$ cat config.mk
export PLATFORM = sky130hd
export DESIGN_NAME = led_blink_decoder_flat
export DESIGN_NICKNAME = d
export VERILOG_FILES = /design/src/rtl/led_blink_decoder_if.sv /design/src/rtl/led_blink_decoder.sv /design/src/flat_wrapper.sv
export SDC_FILE = /design/constraint.sdc
export NUM_CORES = 1
export LEC_CHECK = 0
export ABC_CLOCK_PERIOD_IN_PS = 3540
export CORE_UTILIZATION = 33
export CTS_CLUSTER_DIAMETER = 50
export DETAILED_ROUTE_END_ITERATION = 10
export DONT_BUFFER_PORTS = 1
export MAX_ROUTING_LAYER = met4
export PLACE_DENSITY = 0.51
export SLEW_MARGIN = 20
export SYNTH_ARGS = -nofsm -noshare
export SYNTH_HDL_FRONTEND = slang
export SYNTH_SLANG_ARGS = --single-unit
$ cat constraint.sdc
create_clock -name CLK1K -period 3.54 [get_ports CLK1K]
set_input_delay 0.531 -clock CLK1K [delete_from_list [all_inputs] [get_ports CLK1K]]
set_output_delay 0.531 -clock CLK1K [all_outputs]
set_load 0.02 [all_outputs]
$ cat src/rtl/led_blink_decoder_if.sv
// Pin bundle between the LED/opto receive pads and the blink-code decoder.
// Optional BCD digit outputs are present only when BCD_OUT_EN is defined.
interface led_blink_decoder_if;
  logic       BLINK_G;
  logic       BLINK_R;
  logic [4:0] HOUR;
  logic [4:0] DAY;
  logic       HOUR_VLD;
  logic       DAY_VLD;
  logic       HOUR_ERR;
  logic       DAY_ERR;
  logic       BUSY;
`ifdef BCD_OUT_EN
  logic [3:0] SEG4;
  logic [3:0] SEG5;
  logic [3:0] SEG6;
  logic [3:0] SEG7;

  modport master (
    output BLINK_G, BLINK_R,
    input  HOUR, DAY, HOUR_VLD, DAY_VLD, HOUR_ERR, DAY_ERR, BUSY,
    input  SEG4, SEG5, SEG6, SEG7
  );
  modport slave (
    input  BLINK_G, BLINK_R,
    output HOUR, DAY, HOUR_VLD, DAY_VLD, HOUR_ERR, DAY_ERR, BUSY,
    output SEG4, SEG5, SEG6, SEG7
  );
`else
  modport master (
    output BLINK_G, BLINK_R,
    input  HOUR, DAY, HOUR_VLD, DAY_VLD, HOUR_ERR, DAY_ERR, BUSY
  );
  modport slave (
    input  BLINK_G, BLINK_R,
    output HOUR, DAY, HOUR_VLD, DAY_VLD, HOUR_ERR, DAY_ERR, BUSY
  );
`endif
endinterface

$ cat src/rtl/led_blink_decoder.sv
// LED blink-code receiver: green stream -> HOUR, red stream -> DAY.
// Each value unit is one 500 ms high / 500 ms low period on the 1 kHz clock;
// a long low gap ends a frame. Two independent channel engines do the work.
// Optional macro BCD_OUT_EN adds registered BCD digits SEG4..SEG7.

// One decoding channel: synchronizer, edge detector and frame state machine.
module led_blink_channel #(
  parameter int HALF_MIN = 400,
  parameter int HALF_MAX = 600,
  parameter int GAP      = 1500,
  parameter int LIMIT    = 23
) (
  input  logic       clk,
  input  logic       rst,
  input  logic       blink,
  output logic [4:0] value,
  output logic       vld,
  output logic       err,
  output logic       busy
`ifdef BCD_OUT_EN
  ,
  output logic [3:0] bcd_ones,
  output logic [3:0] bcd_tens
`endif
);
  // Phase counter is sized to hold the frame gap, which exceeds 10 bits.
  localparam int PW = $clog2(GAP + 1);
  localparam logic [PW-1:0] HALF_MIN_C = PW'(HALF_MIN);
  localparam logic [PW-1:0] HIGH_OVF_C = PW'(HALF_MAX + 1);
  localparam logic [PW-1:0] GAP_C      = PW'(GAP);
  localparam logic [PW-1:0] ONE_C      = PW'(1);
  localparam logic [5:0]    LIMIT_C    = 6'(LIMIT);
  localparam logic [5:0]    OVF_C      = 6'(LIMIT + 1);

  typedef enum logic [2:0] {
    S_IDLE,
    S_HIGH,
    S_LOW,
    S_DONE,
    S_RECOVER
  } state_e;

  state_e        state_q, state_d;
  logic [PW-1:0] pcnt_q, pcnt_d, pcnt_inc;
  logic [5:0]    ncnt_q, ncnt_d, ncnt_inc;
  logic [4:0]    value_q, value_d;
  logic          vld_q, vld_d;
  logic          err_q, err_d;
  logic [1:0]    sync_q, sync_d;
  logic          prev_q, prev_d;
  logic          level, rise, fall;

  assign sync_d = {sync_q[0], blink};
  assign prev_d = sync_q[1];
  assign level  = sync_q[1];
  assign rise   = level & ~prev_q;
  assign fall   = ~level & prev_q;

  // Synchronizer, edge history and all channel state.
  // NOTE: every flop, including the synchronizer, clears on the async reset so a stuck-high input reads as a fresh rising edge.
  always_ff @(posedge clk or posedge rst) begin
    if (rst) begin
      sync_q  <= '0;
      prev_q  <= 1'b0;
      state_q <= S_IDLE;
      pcnt_q  <= '0;
      ncnt_q  <= '0;
      value_q <= '0;
      vld_q   <= 1'b0;
      err_q   <= 1'b0;
    end else begin
      // NOTE: non-blocking assignments here so every flop samples the pre-edge values.
      sync_q  <= sync_d;
      prev_q  <= prev_d;
      state_q <= state_d;
      pcnt_q  <= pcnt_d;
      ncnt_q  <= ncnt_d;
      value_q <= value_d;
      vld_q   <= vld_d;
      err_q   <= err_d;
    end
  end

  // Next-state, counters and pulse outputs for the frame state machine.
  always_comb begin
    // NOTE: defaults first so no path through the case leaves a signal unassigned (no latches).
    state_d  = state_q;
    pcnt_d   = pcnt_q;
    ncnt_d   = ncnt_q;
    value_d  = value_q;
    vld_d    = 1'b0;
    err_d    = 1'b0;
    pcnt_inc = pcnt_q + ONE_C;
    ncnt_inc = ncnt_q + 6'd1;
    unique case (state_q)
      S_IDLE: begin
        pcnt_d = '0;
        ncnt_d = '0;
        if (rise) begin
          state_d = S_HIGH;
          pcnt_d  = ONE_C;
        end
      end
      S_HIGH: begin
        if (fall) begin
          if (pcnt_q >= HALF_MIN_C) begin
            if (ncnt_inc == OVF_C) begin
              // Too many pulses for this channel: give up on the frame now.
              err_d   = 1'b1;
              ncnt_d  = '0;
              pcnt_d  = '0;
              state_d = S_RECOVER;
            end else begin
              ncnt_d  = ncnt_inc;
              pcnt_d  = ONE_C;
              state_d = S_LOW;
            end
          end else begin
            err_d   = 1'b1;
            ncnt_d  = '0;
            pcnt_d  = '0;
            state_d = S_IDLE;
          end
        end else if (pcnt_inc == HIGH_OVF_C) begin
          err_d   = 1'b1;
          ncnt_d  = '0;
          pcnt_d  = '0;
          state_d = S_RECOVER;
        end else begin
          pcnt_d = pcnt_inc;
        end
      end
      S_LOW: begin
        if (rise) begin
          if (pcnt_q >= HALF_MIN_C) begin
            pcnt_d  = ONE_C;
            state_d = S_HIGH;
          end else begin
            err_d   = 1'b1;
            ncnt_d  = '0;
            pcnt_d  = '0;
            state_d = S_RECOVER;
          end
        end else if (pcnt_inc >= GAP_C) begin
          pcnt_d  = GAP_C;
          state_d = S_DONE;
        end else begin
          pcnt_d = pcnt_inc;
        end
      end
      S_DONE: begin
        if (ncnt_q <= LIMIT_C) begin
          value_d = ncnt_q[4:0];
          vld_d   = 1'b1;
        end else begin
          err_d = 1'b1;
        end
        ncnt_d  = '0;
        pcnt_d  = '0;
        state_d = S_IDLE;
      end
      S_RECOVER: begin
        // Reuse the phase counter as a consecutive-low counter.
        ncnt_d = '0;
        if (level) begin
          pcnt_d = '0;
        end else if (pcnt_inc >= HALF_MIN_C) begin
          pcnt_d  = '0;
          state_d = S_IDLE;
        end else begin
          pcnt_d = pcnt_inc;
        end
      end
      default: begin
        state_d = S_IDLE;
        pcnt_d  = '0;
        ncnt_d  = '0;
      end
    endcase
  end

  assign value = value_q;
  assign vld   = vld_q;
  assign err   = err_q;
  assign busy  = (state_q != S_IDLE);

`ifdef BCD_OUT_EN
  logic [3:0] ones_q, ones_d;
  logic [3:0] tens_q, tens_d;
  logic [4:0] rem;

  // Split the next value into tens/ones so the digits load with the value.
  always_comb begin
    tens_d = 4'd0;
    rem    = value_d;
    if (value_d >= 5'd30) begin
      tens_d = 4'd3;
      rem    = value_d - 5'd30;
    end else if (value_d >= 5'd20) begin
      tens_d = 4'd2;
      rem    = value_d - 5'd20;
    end else if (value_d >= 5'd10) begin
      tens_d = 4'd1;
      rem    = value_d - 5'd10;
    end
    ones_d = rem[3:0];
  end

  // BCD digit registers, updated in lockstep with the binary value.
  always_ff @(posedge clk or posedge rst) begin
    if (rst) begin
      ones_q <= '0;
      tens_q <= '0;
    end else begin
      ones_q <= ones_d;
      tens_q <= tens_d;
    end
  end

  assign bcd_ones = ones_q;
  assign bcd_tens = tens_q;
`endif
endmodule

// Top level: green channel decodes HOUR, red channel decodes DAY.
module led_blink_decoder #(
  parameter int HALF_MIN   = 400,
  parameter int HALF_MAX   = 600,
  parameter int GAP        = 1500,
  parameter int HOUR_LIMIT = 23
) (
  input logic                 CLK1K,
  input logic                 RST,
  led_blink_decoder_if.slave  bus
);
  logic g_busy;
  logic r_busy;

  led_blink_channel #(
    .HALF_MIN (HALF_MIN),
    .HALF_MAX (HALF_MAX),
    .GAP      (GAP),
    .LIMIT    (HOUR_LIMIT)
  ) u_hour (
    .clk      (CLK1K),
    .rst      (RST),
    .blink    (bus.BLINK_G),
    .value    (bus.HOUR),
    .vld      (bus.HOUR_VLD),
    .err      (bus.HOUR_ERR),
    .busy     (g_busy)
`ifdef BCD_OUT_EN
    ,
    .bcd_ones (bus.SEG4),
    .bcd_tens (bus.SEG5)
`endif
  );

  led_blink_channel #(
    .HALF_MIN (HALF_MIN),
    .HALF_MAX (HALF_MAX),
    .GAP      (GAP),
    .LIMIT    (31)
  ) u_day (
    .clk      (CLK1K),
    .rst      (RST),
    .blink    (bus.BLINK_R),
    .value    (bus.DAY),
    .vld      (bus.DAY_VLD),
    .err      (bus.DAY_ERR),
    .busy     (r_busy)
`ifdef BCD_OUT_EN
    ,
    .bcd_ones (bus.SEG6),
    .bcd_tens (bus.SEG7)
`endif
  );

  assign bus.BUSY = g_busy | r_busy;
endmodule
$ cat src/flat_wrapper.sv
// flat-port wrapper written by rule: the top's interface ports become plain ports
module led_blink_decoder_flat 
#(
  parameter int HALF_MIN   = 400,
  parameter int HALF_MAX   = 600,
  parameter int GAP        = 1500,
  parameter int HOUR_LIMIT = 23
)
  (CLK1K, RST, bus_BLINK_G, bus_BLINK_R, bus_HOUR, bus_DAY, bus_HOUR_VLD, bus_DAY_VLD, bus_HOUR_ERR, bus_DAY_ERR, bus_BUSY);
  led_blink_decoder_if bus_i ();
  input logic CLK1K;
  input logic RST;
  input wire logic [$bits(bus_i.BLINK_G)-1:0] bus_BLINK_G;
  input wire logic [$bits(bus_i.BLINK_R)-1:0] bus_BLINK_R;
  output wire logic [$bits(bus_i.HOUR)-1:0] bus_HOUR;
  output wire logic [$bits(bus_i.DAY)-1:0] bus_DAY;
  output wire logic [$bits(bus_i.HOUR_VLD)-1:0] bus_HOUR_VLD;
  output wire logic [$bits(bus_i.DAY_VLD)-1:0] bus_DAY_VLD;
  output wire logic [$bits(bus_i.HOUR_ERR)-1:0] bus_HOUR_ERR;
  output wire logic [$bits(bus_i.DAY_ERR)-1:0] bus_DAY_ERR;
  output wire logic [$bits(bus_i.BUSY)-1:0] bus_BUSY;
  assign bus_i.BLINK_G = bus_BLINK_G;
  assign bus_i.BLINK_R = bus_BLINK_R;
  assign bus_HOUR = bus_i.HOUR;
  assign bus_DAY = bus_i.DAY;
  assign bus_HOUR_VLD = bus_i.HOUR_VLD;
  assign bus_DAY_VLD = bus_i.DAY_VLD;
  assign bus_HOUR_ERR = bus_i.HOUR_ERR;
  assign bus_DAY_ERR = bus_i.DAY_ERR;
  assign bus_BUSY = bus_i.BUSY;
  led_blink_decoder #(.HALF_MIN(HALF_MIN), .HALF_MAX(HALF_MAX), .GAP(GAP), .HOUR_LIMIT(HOUR_LIMIT)) u_core (.CLK1K(CLK1K), .RST(RST), .bus(bus_i));
endmodule
==> reports/qor.txt <==
Status - finished clean
Layout cell share with drive strength beyond 1 - 11.8%
Rows - 38
Main flop type after synthesis - dfrtp_1
Layout Cells excl Fill - 555
DRC viols - 0
Kind of critical path - flop to flop
Worst-case reg-to-reg path depth - 8
Yosys top cell area share - 39.5%
Synth Instances - 424
Hold Path Depth - 0
Number of global-route vias before repair - 2776
Synth area leader - dfrtp_1
Hold_sp - bus_BLINK_R
Worst ir drop on vdd - 0.000366 V
CTS hold repair buffers - 0
Met3 WL - 415 um
First-pass GRT wire length - 14000 um
Worst min path class - primary input to flop
Area delta synth->final - 10.1%
CTS Root Cell - clkbuf_16
CTS clk-pin slew, worst paths - 0.05 ns
Max Used Layer - met4
Fraction of registers with async set/reset - 100%
Power density cells - 515 nW/um^2
Global placement routability congestion - 0.875
Syn nets - 438
Core area - 11000 um^2
Reg-to-reg slack, setup - 0.67 ns
Max-Cap Viols - 0
Synth cell types - 69
Routed len/inst - 15.0 um
Max_slew headroom - 35.7%
Seq/Total Area, Yosys - 39.5%
Leakage - 1.72 nW
CTS tree - built
RR Startpoint - u_core.u_hour.pcnt_q[0]
Port Buffers - 0
Dpl hpwl - 6000 um
Effective utilization at floorplan - 34.5%
Fin. Hold Viols - 0
GRT Residual Overflow - 0
Boundary pin count - 19
Post-synthesis average cell area - 8.97 um^2
Met2 WL - 3770 um
EDFF count, synth - 0
Die area - 12000 um^2
Synthesized flop and latch total - 60
Max Fanout on Critical Path - 13
Vias per inst - 5.48
ANT nets after route - 0
Largest net degree at the start of global routing - 41
Vias - 3042
Clock period minus worst slack - 2.87 ns
Area contributors post-synth - dfrtp_1 (39%), xnor2_1 (4.1%), a21oi_1 (3.7%)
Period utilisation layout - 81.1%
Worst Setup End Kind - flop
Initial antenna violation count - 0
Fillcell total - 1097
Skew final - 0.00736 ns
Reg2reg end - u_core.u_hour.pcnt_q[3]
1st-iter DRT viols - 204
Inst Count DP - 539
Die width - 109 um
Slew @ Worst Pin - 0.963 ns
Setup TNS - 0 ns
Mapped Area - 3800 um^2
Die height - 109 um
WP data required - 3.73 ns
Tot GR Track Use - 15.6%
CTS Buf Count - 9
Layout Nets - 424
Clock Latency Late Sink - 0.33 ns
CTS Buffer Depth - 2
Post-CTS Resized - 0
Sink Count - 60
Fmax - 0.348 GHz
RSZ-0062 raised after global routing - false
DRT Wirelength - 8320 um
CP arrival - 3.07 ns
Hold EP - u_core.u_day.sync_q[0]
Post-CTS setup buffers - 0
Slew Viols, Final - 0
CTS HTree Levels - 3
M1 WL - 4070 um
Synth Warn # - 0
Crit path launch type - flop
Drt first pass iters - 5
Endpoints failing setup - 0
Antenna Cells - 0
## worst max-delay path, stage by stage (launching register included)
cell     delay [ns]
dfrtp_1        0.48
ha_1           0.40
nor2b_1        0.19
or4_1          0.48
o32a_1         0.18
nor4_2         0.38
o32ai_1        0.23
nor2_1         0.33
a21oi_1        0.07
## registers in the layout (all words and copies together), names as in the netlist, 2 cells and up
signal and cells:
u_core.u_day.ncnt_q 6, u_core.u_day.pcnt_q 11, u_core.u_day.state_q 3, u_core.u_day.sync_q 2
u_core.u_day.value 5, u_core.u_hour.ncnt_q 6, u_core.u_hour.pcnt_q 11, u_core.u_hour.state_q 3
u_core.u_hour.sync_q 2, u_core.u_hour.value 5
## synth_stat cells, drive strengths merged, types with 3 or more instances
cell     count
a211oi       5
a21bo        4
a21boi       3
a21oi       28
a22o         3
a31oi        3
and3         6
buf         11
clkbuf      15
dfrtp       60
ha          10
inv         16
mux2        12
nand2       37
nand2b      10
nand3       18
nand3b       3
nand4        8
nor2        36
nor2b        8
nor3        19
nor3b        3
nor4         4
o211ai       3
o21a         4
o21ai       15
o22ai        4
o2bb2ai      3
o31ai        9
or2          6
or3          3
xnor2       18
xor2         5
## how the worst max path moves through the flow
stage	endpoint	depth (start not counted)	from
2_1_floorplan	u_core.u_day.state_q[2]	9	u_core.u_day.pcnt_q[0]
3_3_place_gp	u_core.u_hour.pcnt_q[3]	8	u_core.u_hour.pcnt_q[0]
3_5_place_dp	u_core.u_hour.pcnt_q[3]	8	u_core.u_hour.pcnt_q[0]
4_1_cts	u_core.u_hour.pcnt_q[3]	8	u_core.u_hour.pcnt_q[0]
5_1_grt	u_core.u_day.pcnt_q[7]	8	u_core.u_day.pcnt_q[0]
6_report	u_core.u_hour.pcnt_q[3]	8	u_core.u_hour.pcnt_q[0]
## routing by layer
metal	track usage, %	up-vias
li1	-	1493
met1	21.3	1463
met2	22.2	80
met3	4.98	6
met4	3.62	0
met5	-	-
## report_power, final
| group | internal [mW] | switching, mW |
|---|---|---|
| clock network | 0.620 | 0.322 |
| registers | 0.733 | 0.0949 |
| logic | 0.146 | 0.241 |
## final cells by class
cell class	instances	area, um^2	area share [%]
clock buffer	9	225	5.38
clock inverter	7	98.8	2.36
inverter	16	60.1	1.43
multi-input combinational	322	2120	50.6
sequential	60	1500	35.8
tap	140	175	4.18
timing repair buffer	1	7.51	0.179
## cell usage in the layout (no fill, tap or decap), types with 4 or more instances in the layout
cell,n
inv_1,15
nor2b_1,7
nand2_1,36
xor2_1,5
o31ai_1,9
xnor2_1,18
mux2_2,11
a21bo_2,4
o21ai_0,15
ha_1,10
dfrtp_1,60
nand2b_1,10
a211oi_1,4
o22ai_1,4
o21a_1,4
nand3_1,17
or2_2,5
nand4_1,6
nor2_1,36
and3_1,6
a21oi_1,28
nor3_1,19
clkbuf_16,9
## metrics by stage
step                      area [um^2]  power, mW  worst slack (ns)  utilization, %  hold WS (ns)
after CTS                        4190       2.19             0.687            38.0         0.213
after detailed placement         3860       1.22             0.707            35.0         0.339
after floorplan                  3800       1.14              1.07               -         0.331
final                            4190       2.16             0.667            38.0         0.231
after global placement           3860       1.23             0.749            35.0         0.340
after global routing             4190       2.28             0.438            38.0         0.208
## logic make-up after synthesis
kind of cell	synth area share, %
AND/OR/NAND/NOR	23.9
AO/OA/AOI/OAI	19.2
flip-flops	39.5
buffers and inverters	4.80
XOR/XNOR	5.29
multiplexers	4.08
adder cells (fa/ha/maj)	3.29
(Power assumes the default switching activity.)
